==> src/rtl/demux7_pkg.sv <==
// demux7_pkg: shared types and sizing constants for the demux7_collect block.
// Optional parity beat is enabled by the macro DEMUX7_PARITY_EN.
package demux7_pkg;

    localparam int DEMUX7_WIDTH = 7;
    localparam int DEMUX7_SEL_W = 3;

    typedef enum logic [0:0] {
        COLLECT = 1'b0,
        FULL    = 1'b1
    } state_t;

    // Even-parity bit of a word of up to 8 slots (unused upper bits are zero).
    function automatic logic even_parity8(input logic [7:0] bits);
        return ^bits;
    endfunction

endpackage

==> src/rtl/demux7_collect_if.sv <==
// demux7_collect_if: write/handshake bus and parallel word outputs of demux7_collect.
// The parity_err signal exists only when DEMUX7_PARITY_EN is defined.
interface demux7_collect_if
    import demux7_pkg::*;
#(
    parameter int WIDTH = DEMUX7_WIDTH,
    parameter int SEL_W = DEMUX7_SEL_W
) ();

    logic             data_in;
    logic [SEL_W-1:0] sel;
    logic             wr_valid;
    logic             wr_ready;
    logic             auto_mode;
    logic             clr;
    logic             word_ack;
    logic [WIDTH-1:0] out_word;
    logic             word_valid;
    logic             err_sel;
`ifdef DEMUX7_PARITY_EN
    logic             parity_err;

    modport master (
        output data_in, sel, wr_valid, auto_mode, clr, word_ack,
        input  wr_ready, out_word, word_valid, err_sel, parity_err
    );

    modport slave (
        input  data_in, sel, wr_valid, auto_mode, clr, word_ack,
        output wr_ready, out_word, word_valid, err_sel, parity_err
    );
`else
    modport master (
        output data_in, sel, wr_valid, auto_mode, clr, word_ack,
        input  wr_ready, out_word, word_valid, err_sel
    );

    modport slave (
        input  data_in, sel, wr_valid, auto_mode, clr, word_ack,
        output wr_ready, out_word, word_valid, err_sel
    );
`endif

endinterface

==> src/rtl/demux7_onehot.sv <==
// demux7_onehot: combinational address-to-one-hot slot decoder with an
// out-of-range flag. Shared by the explicit (sel) and auto (ptr) write paths.
module demux7_onehot #(
    parameter int WIDTH  = 7,
    parameter int ADDR_W = 4
) (
    input  logic [ADDR_W-1:0] addr_i,
    output logic [WIDTH-1:0]  onehot_o,
    output logic              oor_o
);

    // Decode the address into one slot strobe; flag addresses past the last slot.
    always_comb begin
        onehot_o = '0;
        oor_o    = (addr_i >= ADDR_W'(WIDTH));
        for (int i = 0; i < WIDTH; i++) begin
            if (addr_i == ADDR_W'(i)) begin
                onehot_o[i] = 1'b1;
            end else begin
                onehot_o[i] = 1'b0;
            end
        end
    end

endmodule

==> src/rtl/demux7_collect.sv <==
// demux7_collect: routes a serial bit into one of WIDTH registered slots,
// either by explicit select or by an internal pointer that assembles a full
// word and holds it until acknowledged.
// Optional feature macro: DEMUX7_PARITY_EN (adds an even-parity beat after the
// last slot in auto mode and a sticky parity_err output).
module demux7_collect
    import demux7_pkg::*;
#(
    parameter int WIDTH = DEMUX7_WIDTH,
    parameter int SEL_W = DEMUX7_SEL_W
) (
    input  logic             clock,
    input  logic             resetn,
    demux7_collect_if.slave  bus
);

    // One extra address bit so the pointer can reach the parity beat index
    // (WIDTH) even when WIDTH == 2**SEL_W.
    localparam int ADDR_W = SEL_W + 1;
`ifdef DEMUX7_PARITY_EN
    localparam int LAST_BEAT = WIDTH;
`else
    localparam int LAST_BEAT = WIDTH - 1;
`endif

    state_t            state_q, state_d;
    logic [ADDR_W-1:0] ptr_q, ptr_d;
    logic [WIDTH-1:0]  word_q, word_d;
    logic              mode_q, mode_d;
    logic              err_sel_q, err_sel_d;
`ifdef DEMUX7_PARITY_EN
    logic              parity_err_q, parity_err_d;
    logic [7:0]        word_ext_s;
`endif

    logic              wr_ready_s;
    logic              wr_fire_s;
    logic              eff_mode_s;
    logic [ADDR_W-1:0] addr_s;
    logic [WIDTH-1:0]  slot_oh_s;
    logic              oor_s;
    logic [WIDTH-1:0]  word_wr_s;

    assign wr_ready_s = (state_q == COLLECT);
    assign wr_fire_s  = bus.wr_valid & wr_ready_s;
    // The mode is only re-sampled at a word boundary; the live input applies
    // to the first write of a word so it needs no extra setup cycle.
    assign eff_mode_s = ((state_q == COLLECT) && (ptr_q == '0)) ? bus.auto_mode : mode_q;
    assign addr_s     = eff_mode_s ? ptr_q : {1'b0, bus.sel};
    assign word_wr_s  = (word_q & ~slot_oh_s) | (slot_oh_s & {WIDTH{bus.data_in}});
`ifdef DEMUX7_PARITY_EN
    assign word_ext_s = 8'(word_q);
`endif

    demux7_onehot #(
        .WIDTH  (WIDTH),
        .ADDR_W (ADDR_W)
    ) u_onehot (
        .addr_i   (addr_s),
        .onehot_o (slot_oh_s),
        .oor_o    (oor_s)
    );

    // Next-state logic: clear first, then per-state write/ack handling.
    always_comb begin
        state_d   = state_q;
        ptr_d     = ptr_q;
        word_d    = word_q;
        mode_d    = mode_q;
        err_sel_d = err_sel_q;
`ifdef DEMUX7_PARITY_EN
        parity_err_d = parity_err_q;
`endif
        if (bus.clr) begin
            state_d   = COLLECT;
            ptr_d     = '0;
            word_d    = '0;
            mode_d    = bus.auto_mode;
            err_sel_d = 1'b0;
`ifdef DEMUX7_PARITY_EN
            parity_err_d = 1'b0;
`endif
        end else begin
            case (state_q)
                COLLECT: begin
                    mode_d = eff_mode_s;
                    if (wr_fire_s) begin
                        if (eff_mode_s) begin
                            // Parity beat address is out of range, so no slot changes.
                            word_d = word_wr_s;
`ifdef DEMUX7_PARITY_EN
                            if (ptr_q == ADDR_W'(WIDTH)) begin
                                parity_err_d = parity_err_q |
                                               (bus.data_in != even_parity8(word_ext_s));
                            end else begin
                                parity_err_d = parity_err_q;
                            end
`endif
                            if (ptr_q == ADDR_W'(LAST_BEAT)) begin
                                ptr_d   = '0;
                                state_d = FULL;
                            end else begin
                                ptr_d = ptr_q + ADDR_W'(1);
                            end
                        end else begin
                            ptr_d = '0;
                            if (oor_s) begin
                                err_sel_d = 1'b1;
                            end else begin
                                word_d = word_wr_s;
                            end
                        end
                    end else begin
                        word_d = word_q;
                    end
                end
                FULL: begin
                    if (bus.word_ack) begin
                        state_d = COLLECT;
                    end else begin
                        state_d = FULL;
                    end
                end
                default: begin
                    state_d = COLLECT;
                    ptr_d   = '0;
                end
            endcase
        end
    end

    // State, pointer, word and sticky flag registers with async reset.
    always_ff @(posedge clock or negedge resetn) begin
        if (!resetn) begin
            state_q   <= COLLECT;
            ptr_q     <= '0;
            word_q    <= '0;
            mode_q    <= 1'b0;
            err_sel_q <= 1'b0;
`ifdef DEMUX7_PARITY_EN
            parity_err_q <= 1'b0;
`endif
        end else begin
            state_q   <= state_d;
            ptr_q     <= ptr_d;
            word_q    <= word_d;
            mode_q    <= mode_d;
            err_sel_q <= err_sel_d;
`ifdef DEMUX7_PARITY_EN
            parity_err_q <= parity_err_d;
`endif
        end
    end

    assign bus.wr_ready   = wr_ready_s;
    assign bus.out_word   = word_q;
    assign bus.word_valid = (state_q == FULL);
    assign bus.err_sel    = err_sel_q;
`ifdef DEMUX7_PARITY_EN
    assign bus.parity_err = parity_err_q;
`endif

endmodule

==> src/flat_wrapper.sv <==
// flat-port wrapper written by rule: the top's interface ports become plain ports
module demux7_collect_flat import demux7_pkg::*;
#(
    parameter int WIDTH = DEMUX7_WIDTH,
    parameter int SEL_W = DEMUX7_SEL_W
)
  (clock, resetn, bus_data_in, bus_sel, bus_wr_valid, bus_auto_mode, bus_clr, bus_word_ack, bus_wr_ready, bus_out_word, bus_word_valid, bus_err_sel);
  demux7_collect_if #(.WIDTH(WIDTH), .SEL_W(SEL_W)) bus_i ();
  input  logic clock;
  input  logic resetn;
  input wire logic [$bits(bus_i.data_in)-1:0] bus_data_in;
  input wire logic [$bits(bus_i.sel)-1:0] bus_sel;
  input wire logic [$bits(bus_i.wr_valid)-1:0] bus_wr_valid;
  input wire logic [$bits(bus_i.auto_mode)-1:0] bus_auto_mode;
  input wire logic [$bits(bus_i.clr)-1:0] bus_clr;
  input wire logic [$bits(bus_i.word_ack)-1:0] bus_word_ack;
  output wire logic [$bits(bus_i.wr_ready)-1:0] bus_wr_ready;
  output wire logic [$bits(bus_i.out_word)-1:0] bus_out_word;
  output wire logic [$bits(bus_i.word_valid)-1:0] bus_word_valid;
  output wire logic [$bits(bus_i.err_sel)-1:0] bus_err_sel;
  assign bus_i.data_in = bus_data_in;
  assign bus_i.sel = bus_sel;
  assign bus_i.wr_valid = bus_wr_valid;
  assign bus_i.auto_mode = bus_auto_mode;
  assign bus_i.clr = bus_clr;
  assign bus_i.word_ack = bus_word_ack;
  assign bus_wr_ready = bus_i.wr_ready;
  assign bus_out_word = bus_i.out_word;
  assign bus_word_valid = bus_i.word_valid;
  assign bus_err_sel = bus_i.err_sel;
  demux7_collect #(.WIDTH(WIDTH), .SEL_W(SEL_W)) u_core (.clock(clock), .resetn(resetn), .bus(bus_i));
endmodule
==> config.mk <==
export PLATFORM = sky130hd
export DESIGN_NAME = demux7_collect_flat
export DESIGN_NICKNAME = d
export VERILOG_FILES = /design/src/rtl/demux7_pkg.sv /design/src/rtl/demux7_collect_if.sv /design/src/rtl/demux7_onehot.sv /design/src/rtl/demux7_collect.sv /design/src/flat_wrapper.sv
export SDC_FILE = /design/constraint.sdc
export NUM_CORES = 1
export LEC_CHECK = 0
export ABC_AREA = 1
export BUFFER_PORTS_ARGS = -buffer_cell sky130_fd_sc_hd__buf_2
export CAP_MARGIN = 20
export CORE_MARGIN = 1.5
export CORE_UTILIZATION = 49
export DETAILED_ROUTE_END_ITERATION = 6
export PLACE_DENSITY = 0.79
export SLEW_MARGIN = 40
export SYNTH_ARGS = -nofsm -noshare
export SYNTH_HDL_FRONTEND = slang
export SYNTH_SLANG_ARGS = --single-unit
==> constraint.sdc <==
create_clock -name clock -period 1.8 [get_ports clock]
set_input_delay 0.09 -clock clock [delete_from_list [all_inputs] [get_ports clock]]
set_output_delay 0.09 -clock clock [all_outputs]
set_load 0.02 [all_outputs]
==> flow_summary.ini <==
[run_status]
outcome = complete, but fails checks
violations = setup timing

[global_route]
grt_start_max_net_pins = 15
grtUsageTotal_pct = 25.0
grt_pass1_wl_um = 4570
grt_antenna_before_repair = 0
grt-ovfl-total = 0
grt_pass1_vias = 1026

[pwr]
peakVddDrop_mv = 0.573
total_power_mw = 1.18
leakagePower_nw = 0.850
p_per_area_nw_per_um2 = 797

[worst_hold_path]
hp-class = in -> reg
hold_path.startpoint = bus_wr_valid
hold_path_end = u_core.bus.word_valid
min_path_cells = 3

[critical_path]
startpoint_type = flip-flop
path_max_fanout = 8
endpoint_kind = flip-flop
ff2ff_path_depth = 13
critPathKind = reg -> reg
rr_endpoint = u_core.bus.out_word[1]
arrival_ps = 2110
reg2reg_slack_ps = -110
r2r_start = u_core.ptr_q[1]
critPathRequiredTime_ps = 2000

[sta]
min_period_ps = 1910
fmax_ghz = 0.525
slew-limit-headroom_pct = 77.5
skew_ps = 5.58
post-route-period-util_pct = 106
slew_viol_final = 0
tightest_slew_ps = 337
rsz0062_at_grt = yes
whs_ps = 74.7
finalHoldViolations = 0
setup_slack_ps = -106
finalSetupViolations = 8

[placement]
gp_congestion = 0.888
dp_hpwl_um = 1900
dp.cells = 215
port_buffers = 19
placed_area_um2 = 1230

[die]
row_count = 16
dieArea_um2 = 2420
core_um2 = 1980
chipWidth_um = 49.2
start_util_pct = 52.8
fp.dieH_um = 49.2
ios = 20

[yosys]
yosysTopAreaCellShare_pct = 33.5
yosys.cell_types.count = 19
ys_seq_area_share_pct = 33.5
syn_avg_cell_area_um2 = 6.42
synthFlopType = dfrtp_1
synth_common_cells = nand2_1, inv_1, nand3_1, dfrtp_1, nor2_1
synth_area_leader_cell = dfrtp_1
synth_edf_count = 0
syn_inst = 163
ys_warn_count = 0
yosysMostFrequentCell = nand2_1
synth_nets = 176
synth-seq-cells = 14
synth_area_leaders = dfrtp_1, nand2_1, nand3_1, inv_1, nor2_1
synth_area_um2 = 1050
ys_async_sr_fraction_pct = 100

[detailed_routing]
viasPerCell = 5.23
wl_um = 3160
first_iter_violations = 37
wl_per_cell_um = 14.0
route.detailed.drc = 0
num_vias = 1176
drt-pass1-iter-count = 4
ant_nets = 0

[finish]
layout.nets = 212
nFillCells = 142
fin_util_pct = 74.7
layout.cells.non_filler = 225
antenna_cells = 0
final_area_um2 = 1480
drive_above_1_share_pct = 35.4
layout-area-overhead-vs-synth_pct = 41.3

[clock_network]
cts_tree = built
cts_buffer_depth = 2
cts_buffers = 3
clk_latency_ps = 300
clock-sinks = 14
cts_root_buffer = clkbuf_4
cts.htree.levels = 1
clk_pin_slew_ps = 100

[run]
maxCapViolCount = 0
worst max-delay path by stage:
stage                             endpoint  cells past startpoint  slack (ps)             from
floorplan           u_core.bus.out_word[0]                     13          60  u_core.ptr_q[0]
global placement    u_core.bus.out_word[2]                     13          30  u_core.ptr_q[1]
detailed placement  u_core.bus.out_word[4]                     13         -40  u_core.ptr_q[0]
CTS                 u_core.bus.out_word[4]                     15          -1  u_core.ptr_q[1]
global route        u_core.bus.out_word[0]                     15        -210  u_core.ptr_q[1]
finish              u_core.bus.out_word[1]                     13        -110  u_core.ptr_q[1]
layout make-up:
type | count | area (µm²) | share of cell area, %
inverter | 29 | 109 | 7.35
multi-input combinational | 118 | 746 | 50.4
tap | 27 | 33.8 | 2.28
timing repair buffer | 33 | 205 | 13.9
sequential | 14 | 350 | 23.7
clock buffer | 4 | 36.3 | 2.45
power by group:
group | total (mW) | internal, mW | leakage [nW] | switching (mW)
combinational | 0.561 | 0.201 | 0.639 | 0.360
sequential | 0.368 | 0.348 | 0.190 | 0.0201
clock | 0.251 | 0.124 | 0.0210 | 0.127
total | 1.18 | 0.673 | 0.850 | 0.507
cells in the final DEF (no fill, tap or decap), types with 3 or more instances in the layout:
cell and n:
inv_2 4, buf_2 19, o21ai_0 4, buf_4 12
nand3_4 4, nor2_1 10, nor2_2 6, nand2_1 46
a21oi_1 3, dfrtp_1 14, inv_1 25, nand3_1 18
nand2_4 7, clkbuf_4 3, nand2_2 5
cell families (layout without fill, tap and decap cells):
logic type / after synthesis / count (layout) / synth area share, %
flops: 14 / 14 / 33.5
xor+xnor: 1 / 1 / 0.836
buf+inv: 31 / 66 / 11.1
fa+ha+maj: 3 / 3 / 3.58
compound gates: 10 / 10 / 5.26
simple gates: 104 / 104 / 45.8
sequential cells by signal (all words and copies together) (netlist names):
register,cells
u_core.bus.out_word,7
u_core.ptr_q,4
u_core.bus.err_sel,1
u_core.bus.word_valid,1
u_core.mode_q,1
critical path, cell delays in order, from the launching register on:
cell	delay (ps)
dfrtp_1	420
inv_2	90
ha_4	130
inv_2	40
nor2_4	160
nand2_4	90
nand2_4	120
nand3_1	130
nand2_4	160
nand4_4	170
nand3_1	120
nand2_1	50
nand2_1	70
inv_1	40
routing by layer:
layer	up-vias	routed length [µm]	share of wire (%)	GRT usage, %
li1	576	-	-	-
met1	537	1400	44	33.7
met2	51	1490	47	38.5
met3	12	180	5.7	3.68
met4	0	84	2.7	12.9
met5	-	0	0	0
timing repair:
action | in CTS | in global routing
gates resized for setup | 19 | 19
hold buffers | 2 | 0
pin swaps | 10 | 7
buffers inserted | 3 | 1
setup endpoints to repair | 7 | 11
hold endpoints to repair | 15 | 0
stage by stage:
stage | setup WS (ps) | setup TNS (ps)
3_3_place_gp | 27.8 | 0
3_5_place_dp | -36.9 | -144
4_1_cts | -1.31 | -1.31
5_1_grt | -213 | -1600
2_1_floorplan | 64.1 | 0
6_report | -106 | -681
Power figures use the tool's default switching activity.
